<file path="src/rtl/sum_accumulator_pkg.sv">
// Shared types and default widths for the sum accumulator.
package sum_accumulator_pkg;

    localparam int unsigned WIDTH_DEF   = 32;
    localparam int unsigned ACC_W_DEF   = 40;
    localparam int unsigned COUNT_W_DEF = 8;

    typedef enum logic [1:0] {
        IDLE  = 2'd0,
        ACCUM = 2'd1,
        DONE  = 2'd2
    } state_e;

endpackage

</file>
<file path="src/rtl/sum_accumulator_if.sv">
// Job control, sample input and total output handshakes of the sum accumulator.
interface sum_accumulator_if
    import sum_accumulator_pkg::*;
#(
    parameter int unsigned WIDTH   = WIDTH_DEF,
    parameter int unsigned ACC_W   = ACC_W_DEF,
    parameter int unsigned COUNT_W = COUNT_W_DEF
);

    logic               Start;
    logic [COUNT_W-1:0] Len;
    logic               In_valid;
    logic               In_ready;
    logic [WIDTH-1:0]   Sum;
    logic               Cout;
    logic               Acc_valid;
    logic               Acc_ready;
    logic [ACC_W-1:0]   Acc;
    logic               Overflow;
    logic               Busy;

    modport master (
        output Start, Len, In_valid, Sum, Cout, Acc_ready,
        input  In_ready, Acc_valid, Acc, Overflow, Busy
    );

    modport slave (
        input  Start, Len, In_valid, Sum, Cout, Acc_ready,
        output In_ready, Acc_valid, Acc, Overflow, Busy
    );

endinterface

</file>
<file path="src/rtl/sum_accumulator.sv">
// Accumulates a programmed number of {Cout, Sum} adder results into a wide total
// and hands the total off over a valid/ready handshake.
module sum_accumulator
    import sum_accumulator_pkg::*;
#(
    parameter int unsigned WIDTH   = WIDTH_DEF,
    parameter int unsigned ACC_W   = ACC_W_DEF,
    parameter int unsigned COUNT_W = COUNT_W_DEF
) (
    input  logic             clk,
    input  logic             rst,
    sum_accumulator_if.slave bus
);

    state_e             state_q, state_d;
    logic [ACC_W-1:0]   acc_q, acc_d;
    logic               overflow_q, overflow_d;
    logic [COUNT_W-1:0] count_q, count_d;
    logic               in_ready_q, in_ready_d;
    logic               acc_valid_q, acc_valid_d;
    logic               busy_q, busy_d;

    logic [ACC_W-1:0]   sample;
    logic [ACC_W:0]     acc_sum;

    always_comb begin
        sample  = ACC_W'({bus.Cout, bus.Sum});
        acc_sum = {1'b0, acc_q} + {1'b0, sample};
    end

    always_comb begin
        state_d    = state_q;
        acc_d      = acc_q;
        overflow_d = overflow_q;
        count_d    = count_q;

        unique case (state_q)
            IDLE: begin
                if (bus.Start) begin
                    acc_d      = '0;
                    overflow_d = 1'b0;
                    if (bus.Len != '0) begin
                        count_d = bus.Len;
                        state_d = ACCUM;
                    end else begin
                        state_d = DONE;
                    end
                end
            end
            ACCUM: begin
                if (bus.In_valid && in_ready_q) begin
                    acc_d   = acc_sum[ACC_W-1:0];
                    count_d = count_q - COUNT_W'(1);
                    if (acc_sum[ACC_W]) begin
                        overflow_d = 1'b1;
                    end
                    if (count_q == COUNT_W'(1)) begin
                        state_d = DONE;
                    end
                end
            end
            DONE: begin
                if (acc_valid_q && bus.Acc_ready) begin
                    state_d = IDLE;
                end
            end
            default: state_d = IDLE;
        endcase

        // Handshake outputs are decoded from the next state so they are flops,
        // keeping In_valid/Acc_ready off any combinational path to them.
        in_ready_d  = (state_d == ACCUM);
        acc_valid_d = (state_d == DONE);
        busy_d      = (state_d != IDLE);
    end

    always_ff @(posedge clk) begin
        if (rst) begin
            state_q     <= IDLE;
            acc_q       <= '0;
            overflow_q  <= 1'b0;
            count_q     <= '0;
            in_ready_q  <= 1'b0;
            acc_valid_q <= 1'b0;
            busy_q      <= 1'b0;
        end else begin
            state_q     <= state_d;
            acc_q       <= acc_d;
            overflow_q  <= overflow_d;
            count_q     <= count_d;
            in_ready_q  <= in_ready_d;
            acc_valid_q <= acc_valid_d;
            busy_q      <= busy_d;
        end
    end

    assign bus.In_ready  = in_ready_q;
    assign bus.Acc_valid = acc_valid_q;
    assign bus.Acc       = acc_q;
    assign bus.Overflow  = overflow_q;
    assign bus.Busy      = busy_q;

endmodule

</file>
<file path="src/flat_wrapper.sv">
// flat-port wrapper written by rule: the top's interface ports become plain ports
module sum_accumulator_flat import sum_accumulator_pkg::*;
#(
    parameter int unsigned WIDTH   = WIDTH_DEF,
    parameter int unsigned ACC_W   = ACC_W_DEF,
    parameter int unsigned COUNT_W = COUNT_W_DEF
)
  (clk, rst, bus_Start, bus_Len, bus_In_valid, bus_Sum, bus_Cout, bus_Acc_ready, bus_In_ready, bus_Acc_valid, bus_Acc, bus_Overflow, bus_Busy);
  sum_accumulator_if #(.WIDTH(WIDTH), .ACC_W(ACC_W), .COUNT_W(COUNT_W)) bus_i ();
  input  logic clk;
  input  logic rst;
  input wire logic [$bits(bus_i.Start)-1:0] bus_Start;
  input wire logic [$bits(bus_i.Len)-1:0] bus_Len;
  input wire logic [$bits(bus_i.In_valid)-1:0] bus_In_valid;
  input wire logic [$bits(bus_i.Sum)-1:0] bus_Sum;
  input wire logic [$bits(bus_i.Cout)-1:0] bus_Cout;
  input wire logic [$bits(bus_i.Acc_ready)-1:0] bus_Acc_ready;
  output wire logic [$bits(bus_i.In_ready)-1:0] bus_In_ready;
  output wire logic [$bits(bus_i.Acc_valid)-1:0] bus_Acc_valid;
  output wire logic [$bits(bus_i.Acc)-1:0] bus_Acc;
  output wire logic [$bits(bus_i.Overflow)-1:0] bus_Overflow;
  output wire logic [$bits(bus_i.Busy)-1:0] bus_Busy;
  assign bus_i.Start = bus_Start;
  assign bus_i.Len = bus_Len;
  assign bus_i.In_valid = bus_In_valid;
  assign bus_i.Sum = bus_Sum;
  assign bus_i.Cout = bus_Cout;
  assign bus_i.Acc_ready = bus_Acc_ready;
  assign bus_In_ready = bus_i.In_ready;
  assign bus_Acc_valid = bus_i.Acc_valid;
  assign bus_Acc = bus_i.Acc;
  assign bus_Overflow = bus_i.Overflow;
  assign bus_Busy = bus_i.Busy;
  sum_accumulator #(.WIDTH(WIDTH), .ACC_W(ACC_W), .COUNT_W(COUNT_W)) u_core (.clk(clk), .rst(rst), .bus(bus_i));
endmodule
</file>
<file path="config.mk">
export PLATFORM = sky130hd
export DESIGN_NAME = sum_accumulator_flat
export DESIGN_NICKNAME = d
export VERILOG_FILES = /design/src/rtl/sum_accumulator_pkg.sv /design/src/rtl/sum_accumulator_if.sv /design/src/rtl/sum_accumulator.sv /design/src/flat_wrapper.sv
export SDC_FILE = /design/constraint.sdc
export NUM_CORES = 1
export LEC_CHECK = 0
export BUFFER_PORTS_ARGS = -buffer_cell sky130_fd_sc_hd__buf_4
export CAP_MARGIN = 20
export CORE_MARGIN = 3
export CORE_UTILIZATION = 50
export CTS_CLUSTER_SIZE = 40
export DETAILED_ROUTE_END_ITERATION = 8
export MAX_ROUTING_LAYER = met4
export PLACE_DENSITY = 0.77
export SYNTH_ARGS = -nofsm -noshare
export SYNTH_HDL_FRONTEND = slang
export SYNTH_SLANG_ARGS = --single-unit
</file>
<file path="constraint.sdc">
create_clock -name clk -period 2.6 [get_ports clk]
set_clock_uncertainty 0.1 [all_clocks]
set_input_delay 0.26 -clock clk [delete_from_list [all_inputs] [get_ports clk]]
set_output_delay 0.26 -clock clk [all_outputs]
set_load 0.01 [all_outputs]
</file>
======== After elaboration in Yosys (flattened, before gate mapping) ========
Cells that the tools add are included.
cells by class
  add/subtract/negate cells ............... 2
  equality and inequality tests ........... 9
  multiplexer cells ....................... 17
  reduce and logical (&&, ||, !) cells .... 9
operators with widths
  operator             number
  $mux 40              2
  $pmux 40 s2          1
  $add 40x33->41       1
  $mux 8               3
  $pmux 8 s2           1
  $mux 2               5
  $eq 8x1->1 const B   1
  $reduce_and 4->1     2
  $reduce_bool 8->1    1
  $sub 8x1->8 const B  1
  $ne 2x1->1 const B   3
  $pmux 2 s3           1
  $eq 2x1->1 const B   2
  $eq 2x2->1 const B   2
  $reduce_bool 2->1    2
  $mux 1               3
  $reduce_and 3->1     1
  $logic_and 1x1->1    2
  $logic_not 2->1      1
  $ne 2x2->1 const B   1
  $pmux 1 s2           1
word-level totals
  register bits after elaboration ......... 54
  bits of input ports ..................... 46
  output and inout bits ................... 44
  logic and storage cells ................. 44

======== Depth between registers and ports, before layout ========
Gate-level depths: netlist (run 1).
  depth after elaboration ................. 5
  gate-level depth with buffers ........... 11
  mapped depth without buffers ............ 11

======== Least setup slack after synthesis (run 1) ========
OpenSTA, ideal clock, no wires.
  path kind ............................... register to register
  start point ............................. register u_core.acc_q[0] (netlist: u_core.bus.Acc[0])
  end point ............................... register u_core.acc_q[30] (netlist: u_core.bus.Acc[30])
  data arrival time ....................... 2.646 ns
  setup slack ............................. -0.279 ns
  stages on the path, launching flop included .. 12
  cells stage by stage .................... dfxtp_1 > ha_1 > fa_1 > a211oi_2 > o211ai_2 > a41oi_4 > o31ai_4 > a221oi_4 > o21ai_1 > nor2b_1 > o211ai_2 > o311ai_2
on the way
  cells in the longest elaborated chain, start to end .. 3
RTL lines
  item                    line                   text
  from (decl)             sum_accumulator.sv:16  logic [ACC_W-1:0] acc_q, acc_d;
  from (signal assigned)  sum_accumulator.sv:80  acc_q <= '0;
  from (signal assigned)  sum_accumulator.sv:88  acc_q <= acc_d;
  $add 40x33->41          sum_accumulator.sv:28  acc_sum = {1'b0, acc_q} + {1'b0, sample};
  $mux 40                 sum_accumulator.sv:51  if (bus.In_valid && in_ready_q) begin
  $pmux 40 s2             sum_accumulator.sv:37  unique case (state_q)
No other way between the ends. The select of a mux whose other input is x is not followed.
A chain may end at the register's enable or synchronous reset.

======== Worst setup path after layout (run 1) ========
Ends and elaborated chain as after synthesis.

==> results of run 1 <==
worst paths after layout:
kind,end,cells after the start,slack (ps),startpoint
min,u_core.count_q[1],3,180,bus_Len[1]
min reg2reg,u_core.bus.Overflow,2,400,u_core.bus.Overflow
max reg2reg,u_core.bus.Acc[30],11,-130,u_core.bus.Acc[0]
max,u_core.bus.Acc[30],11,-130,u_core.bus.Acc[0]
cell families (layout without fill, tap and decap cells):
family / after synthesis / in the layout / synth area share
simple gates: 146 / 146 / 0.170
fa+ha+maj: 36 / 36 / 0.113
mux: 2 / 2 / 0.00496
xor+xnor: 35 / 35 / 0.0760
buf+inv: 39 / 184 / 0.0369
flops: 54 / 54 / 0.268
compound gates: 185 / 185 / 0.331
state kept, by name, indices dropped and copies added, names as in the netlist:
signal                flops
u_core.bus.Acc           40
u_core.bus.Acc_valid      1
u_core.bus.Busy           1
u_core.bus.In_ready       1
u_core.bus.Overflow       1
u_core.count_q            8
u_core.state_q            2
power groups by stage:
| stage | Sequential [mW] | Combinational [mW] | Clock (mW) |
|---|---|---|---|
| global placement | 0.955 | 0.920 | 0 |
| CTS | 0.941 | 0.960 | 0.533 |
| floorplan | 0.966 | 0.558 | 0 |
| finish | 0.942 | 0.993 | 0.522 |
| global route | 0.950 | 1.08 | 0.568 |
| detailed placement | 0.959 | 0.939 | 0 |
tightest hold or removal path: cells and delay by family:
family	cells	cell delay, ps
AO/OA/AOI/OAI	2	190
buffers and inverters	1	110
routing by layer:
metal | part of all wire | vias to the layer above | routed length [um]
li1 | - | 2129 | -
met1 | 0.43 | 2055 | 5150
met2 | 0.49 | 147 | 5880
met3 | 0.057 | 22 | 675
met4 | 0.019 | 0 | 225
met5 | 0 | - | 0
cells in the mapped netlist, drive strengths merged, types with 3 or more instances:
cell | number | area share
dfxtp | 54 | 0.27
a21oi | 48 | 0.060
nor2 | 48 | 0.045
ha | 35 | 0.11
nand2 | 35 | 0.033
clkbuf | 28 | 0.026
o21ai | 27 | 0.033
a21o | 24 | 0.045
xnor2 | 20 | 0.043
a22o | 17 | 0.037
nand3 | 16 | 0.020
xor2 | 15 | 0.033
a22oi | 14 | 0.026
o21bai | 12 | 0.022
inv | 9 | 0.0084
nand4 | 9 | 0.014
a211oi | 8 | 0.017
and3 | 8 | 0.012
nor3 | 8 | 0.0099
o31ai | 6 | 0.015
a221oi | 5 | 0.015
nand2b | 5 | 0.0078
o21a | 5 | 0.0093
o211ai | 4 | 0.011
a21boi | 3 | 0.0056
a31oi | 3 | 0.0047
and2 | 3 | 0.0047
nor2b | 3 | 0.0047
or3 | 3 | 0.0047
or4 | 3 | 0.0056
layout by cell type (no fill, tap or decap), types with 3 or more instances in the layout:
master / Yosys / layout
buf_4: 0 / 167
dfxtp_1: 54 / 51
nor2_1: 48 / 48
a21oi_1: 48 / 44
nand2_1: 35 / 34
ha_1: 35 / 27
a21o_1: 24 / 24
xnor2_1: 20 / 20
o21ai_0: 20 / 19
a22o_1: 17 / 17
nand3_1: 16 / 16
xor2_1: 15 / 15
a22oi_1: 14 / 14
o21bai_1: 12 / 12
inv_1: 9 / 9
nand4_1: 9 / 9
and3_1: 8 / 8
ha_4: 0 / 7
nor3_1: 8 / 6
nand2b_1: 5 / 5
o21a_1: 5 / 5
a211oi_1: 6 / 5
clkbuf_8: 0 / 5
a21oi_2: 0 / 4
o21ai_1: 7 / 4
or4_1: 3 / 3
a221oi_1: 4 / 3
o31ai_1: 5 / 3
or3_1: 3 / 3
o211ai_2: 3 / 3
o21ai_2: 0 / 3
a31oi_1: 3 / 3
and2_1: 3 / 3
dfxtp_2: 0 / 3
area by class of cell:
class / count / area, sq um / share of cell area
multi-input cells: 404 / 3010 / 0.537
repair buffers: 167 / 1250 / 0.224
flip-flops and latches: 54 / 1080 / 0.194
well taps: 102 / 128 / 0.0228
clock buffers: 5 / 68.8 / 0.0123
inverters: 9 / 33.8 / 0.00603
clock inverters: 3 / 25.0 / 0.00447
through the flow:
stage               std cells  TNS, ps
detailed placement        733    -1930
CTS                       744     -511
floorplan                 497     -108
global route              744    -1710
global placement          733     -964
finish                    744     -490
what timing repair did:
item | CTS | global route
gates resized for setup | 7 | 23
pin swaps | 14 | 13
setup buffers | 3 | 1
setup endpoints to repair | 13 | 21
hold endpoints to repair | 0 | 0
==> results.sh, run 1 <==
export IMPL_ir_worst_vdd_v=0.000246
export IMPL_critical_path_arrival_ps=2840
export IMPL_ys_ff_latch=54
export IMPL_pwr_share_comb=0.404
export IMPL_setup_viol=7
export IMPL_final_area_sq_mm=0.00560
export IMPL_drive_above_1_share=0.338
export IMPL_insertion_delay_ps=330
export IMPL_min_period_over_period=1.05
export IMPL_grt_overflow_total=0
export IMPL_diodes=0
export IMPL_antenna_found_initial=0
export IMPL_power_switching_mw=0.898
export IMPL_ios=90
export IMPL_crit_required_ps=2710
export IMPL_synthCells=497
export IMPL_final_util=0.721
export IMPL_ctsLongestPathBuffers=2
export IMPL_ctsHoldBuffers=0
export IMPL_dieWidth_um=95.8
export IMPL_p_leak_nw=2.69
export IMPL_period_needed_ps=2730
export IMPL_viasPerCell=5.85
export IMPL_hold_path_class="primary input to flip-flop"
export IMPL_p_clk_frac=0.212
export IMPL_worstMarginPinSlew_ps=456
export IMPL_hold_viol=0
export IMPL_endpoint_kind="flip-flop"
export IMPL_cp_start_kind="flip-flop"
export IMPL_nets=723
export IMPL_path_cells="ha_4, fa_2, a211oi_4, o211ai_2, a41oi_4, o31ai_4, a221oi_4, o21ai_2, nor2b_4, o211ai_2, o311ai_2"
export IMPL_vias=4353
export IMPL_internal_power_mw=1.56
export IMPL_rsz0062_at_grt="yes"
export IMPL_fp_row_count=32
export IMPL_relSlewSlack=0.696
export IMPL_synth_async_reset_ratio=0
export IMPL_die_area_sq_mm=0.00918
export IMPL_grt_util_met2=0.430
export IMPL_outcome="finished with violations"
export IMPL_drt_pre_antenna_iters=5
export IMPL_fmax_mhz=366
export IMPL_violations="setup timing"
export IMPL_synth_flop_cell="dfxtp_1"
export IMPL_gp_congestion=0.976
export IMPL_critPathMaxFanout=3
export IMPL_ant_nets=0
export IMPL_power_mw=2.46
export IMPL_io_buffers=89
export IMPL_slew_viol_final=0
export IMPL_seq_area_frac_synth=0.268
export IMPL_wl_um=11900
export IMPL_die_h_um=95.8
export IMPL_synth_area_sq_mm=0.00404
export IMPL_drv_cap=0
export IMPL_grt_use_met1=0.317
export IMPL_core_area_sq_mm=0.00777
export IMPL_grt_pass1_wl_um=18500
export IMPL_cts_tree="done"
export IMPL_path_buf_inv=0
export IMPL_ctsRootBufferMaster="clkbuf_8"
export IMPL_routedWlPerCell_um=16.0
export IMPL_clk_pin_slew_ps=110
export IMPL_first_iter_violations=180
export IMPL_initial_utilization=0.519
export IMPL_cts_sinks=54
export IMPL_grt_busiest_layer="met2"
export IMPL_critical_path_top_delay_family="compound AO/OA/AOI/OAI gates"
export IMPL_grt_pass1_vias=4089
export IMPL_numCtsBuffers=5
export IMPL_p_sw_frac=0.366
export IMPL_crit_path_frequent_cell="o211ai_2"
export IMPL_grt_max_degree=33
export IMPL_synth_edf_count=0
export IMPL_slowest_stage="a221oi_4"
export IMPL_syn_nets=579
export IMPL_worst_setup_path_type="flip-flop to flip-flop"
export IMPL_critPathMaxStageDelay_ps=430
export IMPL_dp_hpwl_um=8940
export IMPL_postSynthAreaPerCell_sq_um=8.12
export IMPL_area_growth_pct=38.8
export IMPL_grtUsageTotal=0.256
export IMPL_fin_hold_ws_ps=176
export IMPL_pre_cts_ws_ps=-270
export IMPL_gr_usage_met3=0.0375
export IMPL_remaining_drc_errors=0
export IMPL_cts_max_level=2
export IMPL_yosysUniqueCellTypes=52
export IMPL_pwr_share_seq=0.383
export IMPL_power_density_mw_per_mm2=439
export IMPL_postPlaceCellArea_sq_mm=0.00531
export IMPL_fillers=634
export IMPL_setup_slack_ps=-132
export IMPL_yosysWarnings=0
No activity file was read; power rests on OpenSTA's default activity.
==> run 2: changes to the inputs <==
Settings changed: RECOVER_POWER set to 100.
==> run 2 against run 1 <==
  * Register-to-register slack barely moved
  * Clock power about the same
  * Non-clock buffer count unchanged
  * The flow still finishes with violations (setup timing)
  * Maximum frequency is essentially flat
  * Final area down 2.7%
  * Routed wire length shrank 0.31%
  * Setup slack worse by 2.1 ps
  * First-iteration DRC count rose by 4.4%
  * Die area stayed put
  * Total power shrank 1.5%
==> results.sh, run 2 (synthesis results as in run 1) <==
export IMPL_ctsRootBufferMaster="clkbuf_8"
export IMPL_critical_path_arrival_ps=2840
export IMPL_final_cell_mix="124 x buf_4, 53 x dfxtp_1, 48 x nor2_1, 44 x a21oi_1, 40 x clkbuf_1"
export IMPL_relSlewSlack=0.561
export IMPL_ant_nets=0
export IMPL_setup_viol=7
export IMPL_dieWidth_um=95.8
export IMPL_cp_start_kind="flip-flop"
export IMPL_gp_congestion=0.976
export IMPL_fin_hold_ws_ps=180
export IMPL_fillers=682
export IMPL_die_area_sq_mm=0.00918
export IMPL_antenna_found_initial=0
export IMPL_fp_row_count=32
export IMPL_setup_slack_ps=-134
export IMPL_violations="setup timing"
export IMPL_diodes=0
export IMPL_ios=90
export IMPL_cts_max_level=2
export IMPL_io_buffers=89
export IMPL_rsz0062_at_grt="yes"
export IMPL_fmax_mhz=366
export IMPL_nets=723
export IMPL_power_mw=2.42
export IMPL_routedWlPerCell_um=16.0
export IMPL_area_growth_pct=35.0
export IMPL_drive_above_1_share=0.273
export IMPL_drt_pre_antenna_iters=5
export IMPL_period_needed_ps=2730
export IMPL_final_common_cell="buf_4"
export IMPL_remaining_drc_errors=0
export IMPL_cts_sinks=54
export IMPL_insertion_delay_ps=320
export IMPL_grt_overflow_total=0
export IMPL_drv_cap=0
export IMPL_grt_max_degree=33
export IMPL_ir_worst_vdd_v=0.000241
export IMPL_slew_viol_final=0
export IMPL_hold_path_class="primary input to flip-flop"
export IMPL_power_density_mw_per_mm2=444
export IMPL_core_area_sq_mm=0.00777
export IMPL_min_period_over_period=1.05
export IMPL_numCtsBuffers=5
export IMPL_grt_pass1_vias=4089
export IMPL_die_h_um=95.8
export IMPL_endpoint_kind="flip-flop"
export IMPL_outcome="finished with violations"
export IMPL_hold_viol=0
export IMPL_crit_required_ps=2710
export IMPL_worstMarginPinSlew_ps=658
export IMPL_wl_um=11900
export IMPL_initial_utilization=0.519
export IMPL_dp_hpwl_um=8940
export IMPL_viasPerCell=5.85
export IMPL_grtUsageTotal=0.256
export IMPL_worst_setup_path_type="flip-flop to flip-flop"
export IMPL_critPathMaxFanout=3
export IMPL_grt_pass1_wl_um=18500
export IMPL_largest_reg_flops=40
export IMPL_vias=4352
export IMPL_first_iter_violations=188
export IMPL_clk_pin_slew_ps=110
export IMPL_cts_tree="done"
export IMPL_ctsLongestPathBuffers=2
export IMPL_p_leak_nw=2.52
run 2: cell types whose count changed in the layout (fill, tap and decap cells not counted):
cell and change:
clkbuf_4 +3, clkbuf_1 +40, dfxtp_2 -2, buf_4 -43, dfxtp_1 +2
run 2: metrics by stage:
step           TNS (ps)   util  std cells  worst slack (ps)  instance area [sq um]
4_1_cts            -511  0.707        744              -131                   5490
3_3_place_gp       -964  0.683        733              -161                   5310
2_1_floorplan      -108      -        497             -81.5                   4060
5_1_grt           -1720  0.701        744              -262                   5450
6_report           -510  0.701        744              -134                   5450
3_5_place_dp      -1930  0.683        733              -270                   5310
run 2: repair_timing:
action | CTS | global route
hold endpoints to repair | 0 | 0
gates resized for setup | 7 | 23
cloned | 0 | 0
pin swaps | 14 | 13
hold buffers | 0 | 0
setup buffers | 3 | 1
endpoints found under the setup margin | 13 | 21
run 2: final timing paths:
check / start / endpoint / slack (ps) / cells past startpoint
hold / removal: bus_Len[1] / u_core.count_q[1] / 180 / 3
setup reg to reg: u_core.bus.Acc[0] / u_core.bus.Acc[30] / -130 / 11
setup / recovery: u_core.bus.Acc[0] / u_core.bus.Acc[30] / -130 / 11
hold reg to reg: u_core.bus.Overflow / u_core.bus.Overflow / 390 / 2
run 2: final cells by class:
cell class                 count  area [sq um]  area share
clock buffer                   5          68.8      0.0126
clock inverter                 3          25.0     0.00459
inverter                       9          33.8     0.00620
multi-input combinational    404          3010       0.552
sequential                    54          1080       0.199
tap                          102           128      0.0234
timing repair buffer         167          1100       0.203
run 2: routing by layer:
metal,share of wire,routed length (um),track usage
met3,0.065,769,0.0375
met5,0,0,-
met1,0.42,5040,0.317
met4,0.018,210,0.0806
met2,0.49,5870,0.430
run 2: critical path: stages (launching register included):
cell      delay [ps]
dfxtp_2          350
ha_4             160
fa_2             390
a211oi_4         260
o211ai_2         130
a41oi_4          200
o31ai_4           90
a221oi_4         420
o21ai_2          110
nor2b_4          140
o211ai_2         140
o311ai_2         110
run 2: report_power, final:
part | switching (mW) | total (mW) | internal [mW]
combinational | 0.517 | 0.959 | 0.442
sequential | 0.0539 | 0.941 | 0.887
clock | 0.324 | 0.519 | 0.196
